--- src/rtl/controladora_multicanal_pkg.sv ---
// Shared types and default parameter values for the multi-channel lamp controller.
// estado_t is encoded so that bit 1 means MANUAL mode and bit 0 means lamp on.
// led and saida are decoded directly from those two bits.
package controladora_pkg;

    typedef enum logic [1:0] {
        AUTO_OFF   = 2'b00,
        AUTO_ON    = 2'b01,
        MANUAL_OFF = 2'b10,
        MANUAL_ON  = 2'b11
    } estado_t;

    localparam int N_CH_DEF              = 4;
    localparam int DEBOUNCE_P_DEF        = 300;
    localparam int SWITCH_MODE_MIN_T_DEF = 5300;
    localparam int AUTO_SHUTDOWN_T_DEF   = 30000;

    function automatic logic is_manual(input estado_t e);
        return e[1];
    endfunction

    function automatic logic is_on(input estado_t e);
        return e[0];
    endfunction

endpackage

--- src/rtl/controladora_multicanal_debounce.sv ---
// Button debouncer for one channel.
//   clk, rst : clock and synchronous active-high reset
//   raw      : raw button level (assumed already synchronous to clk)
//   level    : debounced level
//   rise     : one-cycle strobe, high in the first cycle level reads 1
//   fall     : one-cycle strobe, high in the first cycle level reads 0
module debounce
    import controladora_pkg::*;
#(
    parameter int DEBOUNCE_P = DEBOUNCE_P_DEF
) (
    input  logic clk,
    input  logic rst,
    input  logic raw,
    output logic level,
    output logic rise,
    output logic fall
);

    localparam int CNT_W = $clog2(DEBOUNCE_P + 1);

    logic [CNT_W-1:0] cnt_q, cnt_d;
    logic             level_q, level_d;
    logic             rise_q, rise_d;
    logic             fall_q, fall_d;

    // The counter tracks how many consecutive cycles raw has disagreed with
    // the accepted level; the level flips on the DEBOUNCE_P-th such cycle.
    always_comb begin
        cnt_d   = '0;
        level_d = level_q;
        rise_d  = 1'b0;
        fall_d  = 1'b0;
        if (raw != level_q) begin
            if (cnt_q == CNT_W'(DEBOUNCE_P - 1)) begin
                level_d = raw;
                rise_d  = raw;
                fall_d  = ~raw;
            end else begin
                cnt_d = cnt_q + 1'b1;
            end
        end
    end

    always_ff @(posedge clk) begin
        if (rst) begin
            cnt_q   <= '0;
            level_q <= 1'b0;
            rise_q  <= 1'b0;
            fall_q  <= 1'b0;
        end else begin
            cnt_q   <= cnt_d;
            level_q <= level_d;
            rise_q  <= rise_d;
            fall_q  <= fall_d;
        end
    end

    assign level = level_q;
    assign rise  = rise_q;
    assign fall  = fall_q;

endmodule

--- src/rtl/controladora_multicanal.sv ---
// Multi-channel lamp controller. Each channel has an AUTO mode (lamp driven by a
// presence sensor with an inactivity timeout) and a MANUAL mode (lamp toggled by
// short button presses). A long press swaps modes.
//   clk, rst       : clock and synchronous active-high reset
//   push_button    : raw button per channel
//   infravermelho  : presence sensor per channel
//   desligar_todos : global off, level-sensitive
//   led            : 1 = channel in MANUAL mode
//   saida          : lamp drive per channel
//   qtd_acesas     : registered count of lit channels
module controladora_multicanal
    import controladora_pkg::*;
#(
    parameter int N_CH              = N_CH_DEF,
    parameter int DEBOUNCE_P        = DEBOUNCE_P_DEF,
    parameter int SWITCH_MODE_MIN_T = SWITCH_MODE_MIN_T_DEF,
    parameter int AUTO_SHUTDOWN_T   = AUTO_SHUTDOWN_T_DEF
) (
    input  logic                        clk,
    input  logic                        rst,
    input  logic [N_CH-1:0]             push_button,
    input  logic [N_CH-1:0]             infravermelho,
    input  logic                        desligar_todos,
    output logic [N_CH-1:0]             led,
    output logic [N_CH-1:0]             saida,
    output logic [$clog2(N_CH+1)-1:0]   qtd_acesas
);

    localparam int PRESS_W = $clog2(SWITCH_MODE_MIN_T + 1);
    localparam int SHUT_W  = $clog2(AUTO_SHUTDOWN_T + 1);
    localparam int QTD_W   = $clog2(N_CH + 1);

    logic [N_CH-1:0]    db_level, db_rise, db_fall;
    logic [N_CH-1:0]    long_press, short_press;
    logic [N_CH-1:0]    ir_q, ir_d;
    estado_t            estado_q [N_CH];
    estado_t            estado_d [N_CH];
    logic [PRESS_W-1:0] press_q  [N_CH];
    logic [PRESS_W-1:0] press_d  [N_CH];
    logic [SHUT_W-1:0]  shut_q   [N_CH];
    logic [SHUT_W-1:0]  shut_d   [N_CH];
    logic [QTD_W-1:0]   qtd_q, qtd_d;

    for (genvar g = 0; g < N_CH; g++) begin : g_db
        debounce #(.DEBOUNCE_P(DEBOUNCE_P)) u_db (
            .clk   (clk),
            .rst   (rst),
            .raw   (push_button[g]),
            .level (db_level[g]),
            .rise  (db_rise[g]),
            .fall  (db_fall[g])
        );
    end

    // The global off also blanks the presence register so a sensor pulse
    // arriving together with it cannot relight a lamp on the next cycle.
    assign ir_d = desligar_todos ? '0 : infravermelho;

    always_comb begin
        for (int i = 0; i < N_CH; i++) begin
            // Press length includes the rising-edge cycle and saturates.
            press_d[i] = press_q[i];
            if (db_rise[i]) begin
                press_d[i] = PRESS_W'(1);
            end else if (db_level[i] && (press_q[i] < PRESS_W'(SWITCH_MODE_MIN_T))) begin
                press_d[i] = press_q[i] + 1'b1;
            end

            long_press[i]  = db_fall[i] && (press_q[i] >= PRESS_W'(SWITCH_MODE_MIN_T));
            short_press[i] = db_fall[i] && !(press_q[i] >= PRESS_W'(SWITCH_MODE_MIN_T));

            estado_d[i] = estado_q[i];
            shut_d[i]   = '0;
            if (long_press[i]) begin
                estado_d[i] = is_manual(estado_q[i]) ? AUTO_OFF : MANUAL_OFF;
            end else if (desligar_todos) begin
                estado_d[i] = is_manual(estado_q[i]) ? MANUAL_OFF : AUTO_OFF;
            end else begin
                case (estado_q[i])
                    AUTO_OFF: begin
                        if (ir_q[i]) estado_d[i] = AUTO_ON;
                    end
                    AUTO_ON: begin
                        if (ir_q[i]) begin
                            shut_d[i] = '0;
                        end else if (shut_q[i] == SHUT_W'(AUTO_SHUTDOWN_T - 1)) begin
                            estado_d[i] = AUTO_OFF;
                        end else begin
                            shut_d[i] = shut_q[i] + 1'b1;
                        end
                    end
                    MANUAL_OFF: begin
                        if (short_press[i]) estado_d[i] = MANUAL_ON;
                    end
                    MANUAL_ON: begin
                        if (short_press[i]) estado_d[i] = MANUAL_OFF;
                    end
                    default: estado_d[i] = AUTO_OFF;
                endcase
            end
        end
    end

    always_comb begin
        qtd_d = '0;
        for (int i = 0; i < N_CH; i++) begin
            led[i]   = is_manual(estado_q[i]);
            saida[i] = is_on(estado_q[i]);
            qtd_d    = qtd_d + QTD_W'(saida[i]);
        end
    end

    always_ff @(posedge clk) begin
        if (rst) begin
            for (int i = 0; i < N_CH; i++) begin
                estado_q[i] <= AUTO_OFF;
                press_q[i]  <= '0;
                shut_q[i]   <= '0;
            end
            ir_q  <= '0;
            qtd_q <= '0;
        end else begin
            for (int i = 0; i < N_CH; i++) begin
                estado_q[i] <= estado_d[i];
                press_q[i]  <= press_d[i];
                shut_q[i]   <= shut_d[i];
            end
            ir_q  <= ir_d;
            qtd_q <= qtd_d;
        end
    end

    assign qtd_acesas = qtd_q;

endmodule
--- config.mk ---
export PLATFORM = sky130hd
export DESIGN_NAME = controladora_multicanal
export DESIGN_NICKNAME = d
export VERILOG_FILES = /design/src/rtl/controladora_multicanal_pkg.sv /design/src/rtl/controladora_multicanal_debounce.sv /design/src/rtl/controladora_multicanal.sv
export SDC_FILE = /design/constraint.sdc
export NUM_CORES = 1
export LEC_CHECK = 0
export CAP_MARGIN = 0
export CELL_PAD_IN_SITES_DETAIL_PLACEMENT = 0
export CELL_PAD_IN_SITES_GLOBAL_PLACEMENT = 1
export CORE_MARGIN = 5
export CORE_UTILIZATION = 35
export DETAILED_ROUTE_END_ITERATION = 16
export PLACE_DENSITY_LB_ADDON = 0.3
export SLEW_MARGIN = 15
export SYNTH_ARGS = -nofsm -noshare
export SYNTH_HDL_FRONTEND = slang
export SYNTH_HIERARCHICAL = 1
export SYNTH_SLANG_ARGS = --single-unit
--- constraint.sdc ---
create_clock -name clk -period 4.05 [get_ports clk]
set_clock_uncertainty 0.15 [all_clocks]
set_input_delay 0.405 -clock clk [delete_from_list [all_inputs] [get_ports clk]]
set_output_delay 0.405 -clock clk [all_outputs]
set_load 0.05 [all_outputs]
Yosys cells after proc, flatten, opt, wreduce, memory -nomap -nowiden

Memories as Yosys holds them, arrays and structs flattened.
Cells that the tools add are included.

Bits in registers: 55
Bits in latches: 0
Memory bits (writable): 120
Memory bits (read-only): 0
Bits of input ports: 11
Logic and storage cells: 208
Memories: 3

$add $sub $neg: 15
Multipliers: 0
Div/mod/pow operators: 0
Order comparisons: 8
Equal/unequal tests: 24
Shifts and indexed selects: 0
Mux-type cells: 83
Bitwise gates (word level): 24
Reduce and logical (&&, ||, !) cells: 33

Memory list:

| memory   | depth | width | rd ports | clocked after Yosys merged registers in | write ports | RTL line                      | text |
|---|---|---|---|---|---|---|---|
| shut_q   | 4     | 15    | 4        | 0                                       | 4           | controladora_multicanal.sv:40 | `logic [SHUT_W-1:0] shut_q [N_CH];` |
| press_q  | 4     | 13    | 4        | 0                                       | 4           | controladora_multicanal.sv:38 | `logic [PRESS_W-1:0] press_q [N_CH];` |
| estado_q | 4     | 2     | 4        | 0                                       | 4           | controladora_multicanal.sv:36 | `estado_t estado_q [N_CH];` |

Operators by type and width:

| operator              | number |
|---|---|
| $mux 15               | 24 |
| $mux 13               | 12 |
| $mux 2                | 40 |
| $add 15x1->15 const B | 4 |
| $eq 15x15->1 const B  | 4 |
| $add 13x1->13 const B | 4 |
| $ge 13x13->1 const B  | 4 |
| $lt 13x13->1 const B  | 4 |
| $add 9x1->9 const B   | 4 |
| $eq 9x9->1 const B    | 4 |
| $pmux 2 s4            | 4 |
| $reduce_or 3->1       | 8 |
| $eq 2x2->1 const B    | 8 |
| $logic_and 1x1->1     | 12 |
| $not 1->1             | 12 |
| $or 1x1->1            | 12 |
| $eq 2x1->1 const B    | 4 |
| $logic_not 2->1       | 4 |
| $reduce_and 2->1      | 4 |
| $logic_not 1->1       | 4 |
| $ne 1x1->1            | 4 |
| $add 2x1->3           | 1 |
| $add 3x1->3           | 1 |
| $mux 1                | 3 |
| 2 further kinds       | 2 |

Longest topological paths before layout

Depth in word-level cells: 8
Depth in mapped cells: 9

Hierarchy

Netlist, hierarchy kept.

Modules (own cells, without submodules):

| module                      | instances | cells an instance | area each (um^2) |
|---|---|---|---|
| controladora_multicanal     | 1         | 725               | 6207.2 |
| debounce (g_db[0].u_db ...) | 2         | 54                | 494.2 |
| debounce (g_db[2].u_db)     | 1         | 55                | 520.5 |
| debounce (g_db[3].u_db)     | 1         | 57                | 519.2 |

Worst setup path after synthesis

OpenSTA, ideal clock, no wires.

Path kind: register to register
Start point: mem estado_q[0][0] (netlist bit)
End point: reg qtd_q[1] (netlist: qtd_acesas[1])
Library setup time: 0.128 ns
Arrival: 1.964 ns
Data required time: 3.772 ns
Slack: 1.807 ns
Stages on the path, launching flop included: 7
Path through: dfxtp_1 -> inv_1 -> fa_1 -> inv_1 -> ha_1 -> ha_1 -> nor2b_1

RTL lines:

| item                   | RTL line                       | text |
|---|---|---|
| start: declaration     | controladora_multicanal.sv:36  |  |
| end signal: assignment | controladora_multicanal.sv:129 | `qtd_q <= qtd_d;` |
| end: declaration       | controladora_multicanal.sv:42  | `logic [QTD_W-1:0] qtd_q, qtd_d;` |

==> flow_metrics.env <==
export IMPL_min_delay_path_class="flip-flop to flip-flop"
export IMPL_cp_end_kind="flip-flop"
export IMPL_syn_avg_cell_area_um2=8.71
export IMPL_cts_htree_levels=4
export IMPL_synth_top_cells_by_area="sky130_fd_sc_hd__dfxtp_1 (43%), sky130_fd_sc_hd__xor2_1 (5.8%), sky130_fd_sc_hd__nor2_1 (5.1%), sky130_fd_sc_hd__ha_1 (4.6%), sky130_fd_sc_hd__a21oi_1 (3.2%)"
export IMPL_path_cells="ha_1, nand4_1, or4_4, nand4_1, nor2_1"
export IMPL_postCtsResizedCells=0
export IMPL_post_layout_nonfiller_instances=1299
export IMPL_most_area_hungry_cell_type_in_the_yosys_netlist="sky130_fd_sc_hd__dfxtp_1"
export IMPL_synth_yosys_warnings=6
export IMPL_worst_pin_slew_ps=761
export IMPL_grt_setup_unrepaired="false"
export IMPL_finalWeightedCongestion=0.778
export IMPL_cts_reportedPaths_clkPinSlew_ps=60
export IMPL_clock_tree_root_cell="sky130_fd_sc_hd__clkbuf_16"
export IMPL_clock_insertion_delay_worst_skew_ps=430
export IMPL_start_util=0.353
export IMPL_track_usage=0.130
export IMPL_layout_nets=1011
export IMPL_yosys_most_used_dff="sky130_fd_sc_hd__dfxtp_1"
export IMPL_internal_power_uw=2820
export IMPL_vias=6503
export IMPL_wire_per_inst_um=12.7
export IMPL_number_of_violations_reported_at_the_end_of_detailed_routing_iteration_0=364
export IMPL_period_needed_ps=2410
export IMPL_power_switching_uw=730
export IMPL_worst_path_max_fanout=15
export IMPL_syn_nets=987
export IMPL_clock_sink_count=175
export IMPL_final_max_slew_violation_count=0
export IMPL_io_pin_count=22
export IMPL_tritoncts="done"
export IMPL_vdd_ir_drop_worst_uv=244
export IMPL_worst_hold_slack_ps=303
export IMPL_die_x_um=163
export IMPL_synth_enable_flop_cells=0
export IMPL_synth_seq_cells=175
export IMPL_critical_path_max_stage_delay_ps=580
export IMPL_final_period_utilization=0.595
export IMPL_flow_area_growth_from_synthesis_pct=14.0
export IMPL_report_final_setup_viol=0
export IMPL_drive_gt1_frac=0.0480
export IMPL_synth_area_um2=8240
export IMPL_post_dp_hpwl_um=11800
export IMPL_placedCellCount=1269
export IMPL_total_die_area_um2=26700
export IMPL_power_clock_fraction=0.486
export IMPL_pin_count_of_the_biggest_net_entering_global_routing=24
export IMPL_power_density_nw_per_um2=378
export IMPL_worst_setup_path_start_kind="flip-flop"
export IMPL_drt_pass1_iter_count=4
export IMPL_synth_lib_cells_used_distinct=70
export IMPL_post_synth_most_frequent_cells="sky130_fd_sc_hd__dfxtp_1 (175), sky130_fd_sc_hd__nor2_1 (112), sky130_fd_sc_hd__nand2_1 (66), sky130_fd_sc_hd__xor2_1 (55), sky130_fd_sc_hd__a21oi_1 (53)"
export IMPL_worstPathRequired_ps=4190
export IMPL_leakage_uw=0.00310
export IMPL_slew_headroom=0.492
export IMPL_drv_max_cap_violation_count=0
export IMPL_num_antenna_cells=0
export IMPL_clock_path_buffers=2
export IMPL_critical_path_slowest_cell="sky130_fd_sc_hd__or4_4"
export IMPL_dieHeight_um=163
export IMPL_finalSetupTns_ps=0
export IMPL_power_share_switching=0.206
export IMPL_floorplan_rows=56
export IMPL_power_sequential_fraction=0.490
export IMPL_globalRouteOverflowTotal=0
export IMPL_synth_seq_area_share=0.425
export IMPL_critical_setup_path_kind="flip-flop to flip-flop"
export IMPL_final_critical_path_setup_slack_ps=1640
export IMPL_detail_route_wirelength_um=16600
export IMPL_maxClockFrequency_mhz=415
export IMPL_post_cts_repair_setup_buffers=0
export IMPL_route_detailed_drc=0
export IMPL_outcome="finished, final reports clean"
export IMPL_grt_first_pass_wirelength_um=28800
export IMPL_count_of_mapped_cells_out_of_synthesis=945
export IMPL_buffer_ports_inserted=21
export IMPL_drt_vias_per_instance=5.01
export IMPL_timing_critical_path_arrival_ps=2550
export IMPL_core_region_area_um2=23300
export IMPL_dp_worst_setup_slack_ps=1290
export IMPL_cp_common_cell="sky130_fd_sc_hd__nand4_1"
export IMPL_timing_final_hold_violations=0
export IMPL_asyncSetResetFlopFracSynth=0
export IMPL_comb_power_share=0.024
export IMPL_cts_hold_buf=0
export IMPL_first_global_vias=6021
export IMPL_detail_route_antenna_nets=0
export IMPL_cts_buffers=17
export IMPL_library_cell_with_the_highest_instance_count_after_synthesis="sky130_fd_sc_hd__dfxtp_1"
export IMPL_initial_antenna_violation_count=1
export IMPL_yosysTopAreaCellShare=0.425
[cells by family after synthesis]
kind of cell	count (synthesis)	share of synthesized area
AOI/OAI and AO/OA	164	0.126
xor gates and xnor gates	81	0.0861
adders and majority gates	31	0.0480
buffers and inverters	60	0.0296
DFF	175	0.425
muxes	3	0.00365
and+or+nand+nor	431	0.281
[sequential cells by signal (all words and copies together) (netlist names)]
signal / cells
qtd_acesas: 3
shut_q: 60
g_db.u_db/cnt_q: 36
ir_q: 4
press_q: 52
g_db.u_db/rise: 4
g_db.u_db/fall: 4
g_db.u_db/level: 4
estado_q: 8
[final cells by class]
type,count,area [um2]
fillers,2349,13900
clock inverters,10,163
well taps,319,399
repair buffers,22,218
multi-input cells,710,4490
inverters,43,161
clock buffers,20,457
flip-flops and latches,175,3500
[placed cells by master (no fill, tap or decap), types with 9 or more instances in the layout]
cell                              count
sky130_fd_sc_hd__a21oi_1             53
sky130_fd_sc_hd__and2_1              11
sky130_fd_sc_hd__and3_1              22
sky130_fd_sc_hd__and4_1              11
sky130_fd_sc_hd__clkbuf_16           17
sky130_fd_sc_hd__clkdlybuf4s50_1     21
sky130_fd_sc_hd__dfxtp_1            175
sky130_fd_sc_hd__ha_1                30
sky130_fd_sc_hd__inv_1               42
sky130_fd_sc_hd__nand2_1             66
sky130_fd_sc_hd__nand3_1             52
sky130_fd_sc_hd__nand4_1             38
sky130_fd_sc_hd__nor2_1             112
sky130_fd_sc_hd__nor3_1              16
sky130_fd_sc_hd__o21a_1               9
sky130_fd_sc_hd__o21ai_0             50
sky130_fd_sc_hd__or3_1               40
sky130_fd_sc_hd__or4_1               10
sky130_fd_sc_hd__xnor2_1             26
sky130_fd_sc_hd__xor2_1              55
[stage by stage]
stage / area [um2] / util / total power [uW]
2_1_floorplan: 8240 / - / 1830
3_3_place_gp: 8770 / 0.376 / 1860
3_5_place_dp: 8770 / 0.376 / 1860
4_1_cts: 9390 / 0.402 / 3600
5_1_grt: 9390 / 0.402 / 3690
6_report: 9390 / 0.402 / 3550
[worst max-delay path, delay by kind of cell, from the launching register on]
family,cells,cell delay (ps)
flops,1,410
fa+ha+maj,1,340
simple gates,4,1370
[per-layer routing]
metal  wire [um]  vias to the layer above  track usage
met5           0                        -            0
met3         660                       14       0.0305
met1        8150                     3001        0.174
li1            -                     3419            -
met2        7530                       69        0.208
met4         214                        0       0.0408
[power by group through the flow]
stage / clock network [uW] / registers, uW / logic [uW]
finish: 1720 / 1740 / 86.3
global route: 1860 / 1740 / 96.2
CTS: 1780 / 1740 / 87.4
detailed placement: 0 / 1780 / 87.0
global placement: 0 / 1780 / 87.6
floorplan: 0 / 1780 / 45.4
[final timing paths]
kind,from,to,slack [ps],cells past startpoint
max,shut_q[2][0]$_SDFF_PP0_,shut_q[2][3]$_SDFF_PP0_,1640,5
min,shut_q[1][0]$_SDFF_PP0_,shut_q[1][0]$_SDFF_PP0_,300,1
max reg2reg,shut_q[2][0]$_SDFF_PP0_,shut_q[2][3]$_SDFF_PP0_,1640,5
min reg2reg,shut_q[1][0]$_SDFF_PP0_,shut_q[1][0]$_SDFF_PP0_,300,1
(Power assumes the default switching activity.)
